### src/rtl/kbd_rx_ctrl.sv
// Keyboard receive sequencer: pops scancodes from ps2_kbd and buffers them for CPU MMIO reads.
// Optional build macro KBD_BREAK_FILTER_EN drops 0xF0 break prefixes and the byte that follows each one.
module kbd_rx_ctrl #(
    parameter int DEPTH_LOG2 = 4,
    parameter int SETTLE_CYC = 2
) (
    input  logic                  clk200m,
    input  logic                  rst,
    input  logic [7:0]            kbd_data,
    input  logic                  kbd_ready,
    input  logic                  kbd_overflow,
    output logic                  kbd_rdn,
    input  logic                  cpu_rd,
    output logic [7:0]            cpu_rdata,
    output logic                  cpu_rvalid,
    output logic                  fifo_empty,
    output logic                  fifo_full,
    output logic [DEPTH_LOG2:0]   fifo_count,
    output logic [7:0]            drop_cnt,
    input  logic                  drop_clr,
    output logic                  hw_overflow,
    output logic [1:0]            dbg_state
);
    localparam int DEPTH = 1 << DEPTH_LOG2;
    localparam int SW    = (SETTLE_CYC > 1) ? $clog2(SETTLE_CYC) : 1;
    localparam logic [SW-1:0] SETTLE_LAST = SW'(SETTLE_CYC - 1);

    typedef enum logic [1:0] {
        ST_IDLE   = 2'd0,
        ST_ACK    = 2'd1,
        ST_SETTLE = 2'd2
    } state_t;

    state_t               state_q, state_d;
    logic [SW-1:0]        settle_q, settle_d;
    logic [7:0]           byte_q;
    logic [7:0]           mem [DEPTH];
    logic [DEPTH_LOG2-1:0] wr_ptr, rd_ptr;
    logic [DEPTH_LOG2:0]  count_q;
    logic                 accept;
    logic                 push_req, do_push, do_pop, drop;

    // Handshake: the latched byte is offered to the FIFO only during ACK;
    // a pop is taken when cpu_rd is high and the FIFO holds at least one entry.
    always_comb begin
        state_d  = state_q;
        settle_d = settle_q;
        case (state_q)
            ST_IDLE: begin
                settle_d = '0;
                if (kbd_ready) state_d = ST_ACK;
            end
            ST_ACK: begin
                settle_d = '0;
                state_d  = ST_SETTLE;
            end
            ST_SETTLE: begin
                if (settle_q == SETTLE_LAST) state_d = ST_IDLE;
                else settle_d = settle_q + 1'b1;
            end
            default: state_d = ST_IDLE;
        endcase
    end

    always_ff @(posedge clk200m or posedge rst) begin
        if (rst) begin
            state_q  <= ST_IDLE;
            settle_q <= '0;
            byte_q   <= '0;
        end else begin
            state_q  <= state_d;
            settle_q <= settle_d;
            if (state_q == ST_IDLE && kbd_ready) byte_q <= kbd_data;
        end
    end

    // Decoded straight from the state register so reset releases the strobe immediately.
    assign kbd_rdn   = (state_q != ST_ACK);
    assign dbg_state = state_q;

`ifdef KBD_BREAK_FILTER_EN
    logic skip_q;

    always_comb begin
        accept = 1'b1;
        if (skip_q || byte_q == 8'hF0) accept = 1'b0;
    end

    always_ff @(posedge clk200m or posedge rst) begin
        if (rst) skip_q <= 1'b0;
        else if (state_q == ST_ACK) skip_q <= !skip_q && (byte_q == 8'hF0);
    end
`else
    assign accept = 1'b1;
`endif

    assign fifo_empty = (count_q == '0);
    assign fifo_full  = (count_q == (DEPTH_LOG2+1)'(DEPTH));
    assign fifo_count = count_q;

    assign push_req = (state_q == ST_ACK) && accept;
    assign do_pop   = cpu_rd && !fifo_empty;
    // A same-cycle pop frees the slot, so a full FIFO still accepts the push.
    assign do_push  = push_req && (!fifo_full || do_pop);
    assign drop     = push_req && fifo_full && !do_pop;

    always_ff @(posedge clk200m) begin
        if (do_push) mem[wr_ptr] <= byte_q;
    end

    always_ff @(posedge clk200m or posedge rst) begin
        if (rst) begin
            wr_ptr     <= '0;
            rd_ptr     <= '0;
            count_q    <= '0;
            cpu_rdata  <= '0;
            cpu_rvalid <= 1'b0;
        end else begin
            if (do_push) wr_ptr <= wr_ptr + 1'b1;
            if (do_pop)  rd_ptr <= rd_ptr + 1'b1;
            case ({do_push, do_pop})
                2'b10:   count_q <= count_q + 1'b1;
                2'b01:   count_q <= count_q - 1'b1;
                default: count_q <= count_q;
            endcase
            cpu_rvalid <= do_pop;
            if (do_pop)      cpu_rdata <= mem[rd_ptr];
            else if (cpu_rd) cpu_rdata <= '0;
        end
    end

    always_ff @(posedge clk200m or posedge rst) begin
        if (rst) begin
            drop_cnt    <= '0;
            hw_overflow <= 1'b0;
        end else begin
            hw_overflow <= kbd_overflow;
            if (drop_clr) drop_cnt <= '0;
            else if (drop && drop_cnt != 8'hFF) drop_cnt <= drop_cnt + 1'b1;
        end
    end

endmodule

### config.mk
export PLATFORM = sky130hd
export DESIGN_NAME = kbd_rx_ctrl
export DESIGN_NICKNAME = d
export VERILOG_FILES = /design/src/rtl/kbd_rx_ctrl.sv
export SDC_FILE = /design/constraint.sdc
export NUM_CORES = 1
export LEC_CHECK = 0
export ABC_AREA = 1
export ABC_CLOCK_PERIOD_IN_PS = 2260
export CAP_MARGIN = 15
export CORE_MARGIN = 2
export CORE_UTILIZATION = 40
export DETAILED_ROUTE_END_ITERATION = 6
export GPL_TIMING_DRIVEN = 0
export PLACE_DENSITY = 0.67
export SLEW_MARGIN = 20
export SYNTH_ARGS = -nofsm -noshare
export SYNTH_HDL_FRONTEND = slang
export SYNTH_SLANG_ARGS = --single-unit
### constraint.sdc
create_clock -name clk200m -period 2.26 [get_ports clk200m]
set_input_delay 0.339 -clock clk200m [delete_from_list [all_inputs] [get_ports clk200m]]
set_output_delay 0.339 -clock clk200m [all_outputs]
set_load 0.005 [all_outputs]
## Word-level counts from Yosys, hierarchy flattened

Memories as Yosys holds them, arrays and structs flattened.
Index checks and enable logic that the tools add are counted.

| operators by class | value |
|---|---|
| add/sub/neg operators | 6 |
| eq/ne operators | 9 |
| mux-type cells | 12 |
| reduce and logical (&&, ||, !) cells | 18 |

Operators by type and width:

| operator | number |
|---|---|
| $mux W8 | 4 |
| $pmux W5 S2 | 1 |
| $add A4 B1 Y4 const B | 2 |
| $add A8 B1 Y8 const B | 1 |
| $ne A8 B8 Y1 const B | 1 |
| $reduce_bool A2 Y1 | 4 |
| $logic_and A1 B1 Y1 | 6 |
| $pmux W2 S3 | 1 |
| $add A5 B1 Y5 const B | 1 |
| $eq A5 B5 Y1 const B | 1 |
| $logic_not A5 Y1 | 1 |
| $sub A5 B1 Y5 const B | 1 |
| $eq A2 B1 Y1 const B | 2 |
| $eq A2 B2 Y1 const B | 2 |
| $mux W2 | 2 |
| $ne A2 B2 Y1 const B | 2 |
| $logic_not A1 Y1 | 3 |
| $mux W1 | 3 |
| $logic_not A2 Y1 | 1 |
| $ne A2 B1 Y1 const B | 1 |
| $pmux W1 S2 | 1 |
| $reduce_and A2 Y1 | 1 |
| $reduce_or A2 Y1 | 1 |
| $add A1 B1 Y1 const B | 1 |
| $logic_or A1 B1 Y1 | 1 |

| word-level totals | value |
|---|---|
| flip-flop bits (word level) | 42 |
| bits in writable memories | 128 |
| output and inout bits | 28 |
| word-level logic and storage cells | 56 |
| memories | 1 |

Memory list:

| name | words | bits a word | read ports | clocked after memory_dff | wr ports | line | text |
|---|---|---|---|---|---|---|---|
| mem | 16 | 8 | 1 | 0 | 1 | 37 | `logic [7:0] mem [DEPTH];` |

## Logic depth before layout (Yosys ltp)

Gate-level depths: netlist (run 1).

| depth | value |
|---|---|
| depth after elaboration | 8 |
| gate-level depth with buffers | 15 |

## Worst setup path before layout (run 1)

No wires, ideal clock.

| timing | value |
|---|---|
| path kind | reg-to-reg |
| from | reg state_q[1], in the netlist dbg_state[1] |
| to | mem mem[11][0] (enable) |
| arrival time | 1.440 ns |
| required time | 1.877 ns |
| setup slack | 0.436 ns |
| cell stages (with the launch flop) | 6 |
| cell sequence | dfrtp_1 inv_1 nand2_1 inv_1 nand2_2 nor3_1 |

| on the way | value |
|---|---|
| longest elaborated chain between the ends | 4 |

RTL lines:

| element | line | text |
|---|---|---|
| from (decl) | 34 | `state_t state_q, state_d;` |
| from (signal assigned) | 71 | `state_q <= state_d;` |
| $eq A2 B1 Y1 | 101 | `assign push_req = (state_q == ST_ACK) && accept;` |
| $logic_and A1 B1 Y1 | 104 | `assign do_push = push_req && (!fifo_full \|\| do_pop);` |
| $mux W1 | 108 | `if (do_push) mem[wr_ptr] <= byte_q;` |
| $mux W1 (implied by the code) | 108 |  |
| to (decl) | 37 |  |

Every way passes these cells.

## Worst setup path after layout (run 1)

| timing | value |
|---|---|
| from | reg rd_ptr[1] |
| to | reg cpu_rdata[2] |

| on the way | value |
|---|---|
| longest elaborated chain between the ends | 2 |

RTL lines:

| element | line | text |
|---|---|---|
| from (decl) | 38 | `logic [DEPTH_LOG2-1:0] wr_ptr, rd_ptr;` |
| from (signal assigned) | 120 | `if (do_pop) rd_ptr <= rd_ptr + 1'b1;` |
| $mem_v2 Z16 W8 | n/a |  |
| $mux W8 | 127 | `if (do_pop) cpu_rdata <= mem[rd_ptr];` |
| to (signal assigned) | 127 |  |
| to (decl) | 14 | `output logic [7:0] cpu_rdata,` |

Every way passes these cells.
A chain may end at the register's enable or synchronous reset.

==> summary.txt, run 1 <==
Setup-failing EPs final: 0
CORE AREA: 17240 sq um
Synth Warn #: 0
Minimum clock period after layout: 2.150 ns
VDD IR-drop max: 0.6444 mV
Diodes inserted: 0
Net Count, Synth: 641
Worst r2r src: rd_ptr[1]
Via-to-Cell Ratio: 5.349
Multi-input logic area: 1934 sq um
Startpoint types: register
Die area: 18620 sq um
Detailed-route DRC error count: 0
Most frequent cells in the layout: 128 x edfxtp_1, 107 x nand2_1, 81 x o21ai_0
DRT iter0 DRCs: 448
Routed Antenna Nets: 0
Clock-pin slew on the worst setup and hold paths: 0.07 ns
DR pass1 iterations: 5
Setup WS pre-CTS: -0.4838 ns
Postcts setup bufs: 0
Worst Max-Slew Pin Slew: 0.8587 ns
Layout Skew: 0.007420 ns
Initial Utilization: 40.71%
Worst-Skew Late Latency: 0.43 ns
Endpoint class of the critical path: register
Most common cell after layout, fill and taps aside: edfxtp_1
Maximum Capacitance Violations: 0
Num rows: 48
Fin crit share: 95.13%
Vias in the first global route: 4845
Register area share after synthesis: 69.76%
Kind of critical path: reg2reg
CP arrival: 2.53 ns
CTS buffer count: 17
RSZ-0062 raised after global routing: true
Initial antenna violation count: 0
FILL cells: 1497
Mean area per synthesized cell: 11.34 sq um
GR Util All Layers: 18.83%
Yosys cell types: 26
Largest net degree at the start of global routing: 31
CTS sink cnt: 170
Max_slew headroom: 42.44%
GRT overflow: 0
Worst Setup SP: rd_ptr[1]
Max Freq: 465.1 MHz
LEAKAGE: 0.003116 uW
IO Count: 42
DIE HEIGHT: 136.4 microns
Routed WL: 16500 microns
Port bufs: 41
Fraction of layout cells with a size suffix above 1: 9.957%
Register bit total from synthesis: 170
Sequential Area: 4895 sq um
HP Class: in2async
Crit path max fanout: 10
Fin. max-slew vios: 0
Max clock buf depth: 2
Fin nets: 702
Setup total negative slack: 0 ns
Total power: 11110 uW
Synth Cell Area: 7017 sq um
Root Buffer: clkbuf_16
CTS tree: done
Die width: 136.4 microns
Hpwl dp: 11020 microns
Status: complete, no violations
Final hold viol count: 0
First-pass GRT wire length: 25740 microns
Area growth, synth to finish: 19.92%
GPL Wtd Cong: 0.8555
Req. time, crit path: 2.64 ns
Power per cell area: 1320 nW/um^2
H-Tree Depth: 4
Vias: 4910
Mapped Cells: 619
Drt wl/cell: 17.97 microns
Setup WS post-layout: 0.1101 ns
-- cell type report --
cell class	instances	area share, %
clock inverters	15	2.112
clock buffers	17	5.056
multi-input cells	381	22.99
plain buffers	25	1.294
well taps	225	3.346
inverters	43	1.918
flip-flops and latches	170	58.17
repair buffers	42	5.115
-- power by group --
part / internal [uW] / switching, uW / total [uW]
combinational: 1170 / 2280 / 3450
sequential: 4100 / 619 / 4720
clock: 1730 / 1200 / 2940
total: 7000 / 4110 / 11100
-- state kept, by name (all words and copies together) (netlist names) --
register,flops
hw_overflow,1
settle_q,1
byte_q,8
drop_cnt,8
wr_ptr,4
fifo_count,5
mem,128
dbg_state,2
rd_ptr,4
cpu_rdata,8
cpu_rvalid,1
-- metal layers --
metal | up-vias | wire length (microns) | track usage (%)
li1 | 2290 | - | -
met5 | - | 0 | 0
met2 | 205 | 7811 | 29.03
met4 | 0 | 347 | 8.449
met1 | 2385 | 7184 | 25.97
met3 | 30 | 1156 | 3.579
-- synthesized netlist by cell type, drive strengths merged --
| master | count | share of area (%) |
|---|---|---|
| edfxtp | 128 | 55 |
| nand2 | 110 | 6.0 |
| nor2 | 95 | 5.2 |
| o21ai | 84 | 6.0 |
| dfrtp | 42 | 15 |
| inv | 41 | 2.2 |
| nand3 | 26 | 1.9 |
| o22ai | 22 | 2.0 |
| clkbuf | 14 | 0.75 |
| buf | 11 | 0.80 |
| o221ai | 11 | 1.4 |
| xor2 | 9 | 1.1 |
| ha | 8 | 1.4 |
| nand4 | 6 | 0.54 |
| nor3 | 6 | 0.66 |
| a21oi | 3 | 0.21 |
| clkinv | 2 | 0.11 |
| o31ai | 1 | 0.11 |
-- timing repair --
item / in CTS / in global routing
endpoints found under the hold margin: 0 / 0
hold buffers: 0 / 0
resized for setup: 9 / 13
setup endpoints to repair: 103 / 112
-- through the flow --
| stage | cells | utilization (%) | hold WS [ns] | cell area, sq um |
|---|---|---|---|---|
| 2_1_floorplan | 619 | - | 0.3704 | 7017 |
| 3_3_place_gp | 885 | 44.72 | 0.4640 | 7709 |
| 3_5_place_dp | 886 | 44.87 | 0.4658 | 7734 |
| 4_1_cts | 918 | 48.50 | 0.1668 | 8359 |
| 5_1_grt | 918 | 48.82 | 0.1880 | 8414 |
| 6_report | 918 | 48.82 | 0.1692 | 8414 |
-- kinds of logic after synthesis --
family,synth area share [%]
compound gates,9.647
xor+xnor,1.123
fa+ha+maj,1.427
buf+inv,3.852
flops,69.76
simple gates,14.19
-- path summary, 6_finish.rpt --
path                                end  slack [ns]  cells past startpoint
max                        cpu_rdata[2]        0.11                      8
min                           byte_q[2]        0.17                      2
min in group clk200m        hw_overflow        0.36                      1
max in group asynchronous     rd_ptr[2]        1.62                      3
max reg2reg                cpu_rdata[2]        0.11                      8
min reg2reg                cpu_rdata[7]        0.48                      2
-- worst max-delay path, cell delays in order, from the launching register on --
cell and delay, ns:
dfrtp_1 0.48, inv_1 0.19, clkbuf_1 0.44, o21ai_0 0.21
o22ai_1 0.34, o21ai_0 0.14, nand2_1 0.12, nand3_1 0.09
nand2_1 0.08
(Power assumes the default switching activity.)
==> inputs of run 2 (changes only) <==
- CORE_MARGIN: 2 -> unset
- CTS_BUF_LIST: unset -> sky130_fd_sc_hd__clkbuf_8
==> summary.txt, run 2 (synthesized netlist as in run 1, its figures left out) <==
First-pass GRT wire length: 25830 microns
Root Buffer: clkbuf_8
GRT overflow: 0
Max Freq: 456.1 MHz
Maximum Capacitance Violations: 0
Switching Share: 37.77%
Setup-failing EPs final: 0
Post-route cell area: 8202 sq um
LEAKAGE: 0.003052 uW
CTS sink cnt: 170
GR Util All Layers: 19.23%
HP Class: in2async
Largest reg by FF count: mem
Initial Utilization: 40.71%
Via-to-Cell Ratio: 5.293
Layout Skew: 0.01483 ns
Total power: 10260 uW
DRT iter0 DRCs: 461
Crit path max fanout: 8
Worst Max-Slew Pin Slew: 0.7179 ns
Num rows: 48
Die area: 18080 sq um
Vias in the first global route: 4735
Net switching power: 3873 uW
RSZ-0062 raised after global routing: true
CP arrival: 2.30 ns
Routed Antenna Nets: 0
Largest net degree at the start of global routing: 30
Most common cell after layout, fill and taps aside: edfxtp_1
Most frequent cells in the layout: 128 x edfxtp_1, 108 x nand2_1, 81 x o21ai_0
Clock-pin slew on the worst setup and hold paths: 0.08 ns
DIE HEIGHT: 134.4 microns
Minimum clock period after layout: 2.192 ns
Port bufs: 41
Endpoint class of the critical path: register
Max_slew headroom: 52.14%
Setup WS pre-CTS: -0.4991 ns
Placed insts: 887
IO Count: 42
Fin. max-slew vios: 0
CTS buffer count: 17
Clk pwr share: 21.1%
Part of the power in registers: 45.8%
Final hold viol count: 0
FF-to-FF path depth: 7
Drt wl/cell: 17.84 microns
Initial antenna violation count: 0
Diodes inserted: 0
GPL Wtd Cong: 0.8322
Setup WS post-layout: 0.06751 ns
Power per cell area: 1250 nW/um^2
Hpwl dp: 10970 microns
Fin nets: 703
Detailed-route DRC error count: 0
Req. time, crit path: 2.37 ns
Vias: 4864
VDD IR-drop max: 0.5259 mV
Area growth, synth to finish: 16.89%
Largest register FFs: 128
Comb power frac: 33.1%
Routed WL: 16390 microns
Worst-Skew Late Latency: 0.47 ns
Kind of critical path: reg2reg
H-Tree Depth: 4
P_int: 6382 uW
Die width: 134.4 microns
Post-Layout Cell Count: 919
Fin crit share: 97.01%
CORE AREA: 17240 sq um
CTS tree: done
Hold_buf cts: 0
DR pass1 iterations: 5
Fraction of layout cells with a size suffix above 1: 9.510%
Cell Area, Placed: 7741 sq um
Max clock buf depth: 2
Status: complete, no violations
Startpoint types: register
## run 2: cell count changes in the layout (fill, tap and decap cells not counted), sizes merged
| cell | previous run | this run |
|---|---|---|
| clkinvlp | 4 | 0 |
| buf | 12 | 13 |
| clkbuf | 31 | 33 |
| inv | 41 | 43 |
## run 2: worst max-delay path: stages, from the launching register on
cell and delay [ns]:
dfrtp_1 0.38, inv_1 0.11, nand2_1 0.23, inv_1 0.13, nand2_2 0.13, inv_2 0.16
nand2_1 0.19, nor2_2 0.50
## run 2: per-stage QoR
step	util, %	TNS (ns)	hold WS, ns
after floorplan	-	0	0.3704
after global placement	44.72	-44.60	0.4631
after detailed placement	44.91	-48.99	0.4714
after CTS	47.35	-0.2807	0.1422
after global routing	47.58	-6.257	0.1722
final	47.58	0	0.1467
## run 2: final cells by class
| class | count | area (sq um) |
|---|---|---|
| fillers | 1496 | 9035 |
| flip-flops and latches | 170 | 4895 |
| multi-input cells | 381 | 1922 |
| repair buffers | 43 | 437.9 |
| well taps | 225 | 281.5 |
| clock buffers | 19 | 261.5 |
| inverters | 43 | 161.4 |
| clock inverters | 13 | 133.9 |
| plain buffers | 25 | 108.9 |
## run 2: worst paths after layout
| kind | start | end | slack (ns) |
|---|---|---|---|
| min in group clk200m | kbd_overflow | hw_overflow | 0.35 |
| min | rst | dbg_state[0] | 0.15 |
| max reg2reg | dbg_state[1] | mem[6][7] | 0.07 |
| min reg2reg | cpu_rdata[2] | cpu_rdata[2] | 0.49 |
| max in group asynchronous | rst | cpu_rvalid | 1.65 |
| max | dbg_state[1] | mem[6][7] | 0.07 |
## run 2: power by group through the flow
stage | registers [uW] | logic [uW] | clock network (uW)
6_report | 4700 | 3400 | 2160
4_1_cts | 4710 | 3340 | 2170
5_1_grt | 4780 | 3780 | 2300
3_5_place_dp | 4780 | 3290 | 0
3_3_place_gp | 4720 | 3180 | 0
2_1_floorplan | 4510 | 2080 | 0
## run 2: repair_timing
| action | 4_1_cts | 5_1_grt |
|---|---|---|
| gates resized for setup | 10 | 9 |
| setup endpoints to repair | 83 | 113 |
| setup buffers | 0 | 0 |
| gates cloned | 0 | 0 |
## run 2: metal layers
metal,track usage [%],share of wire [%]
met2,30.28,48
met4,7.116,1.7
met1,26.11,43
met5,0,0
met3,4.346,6.7
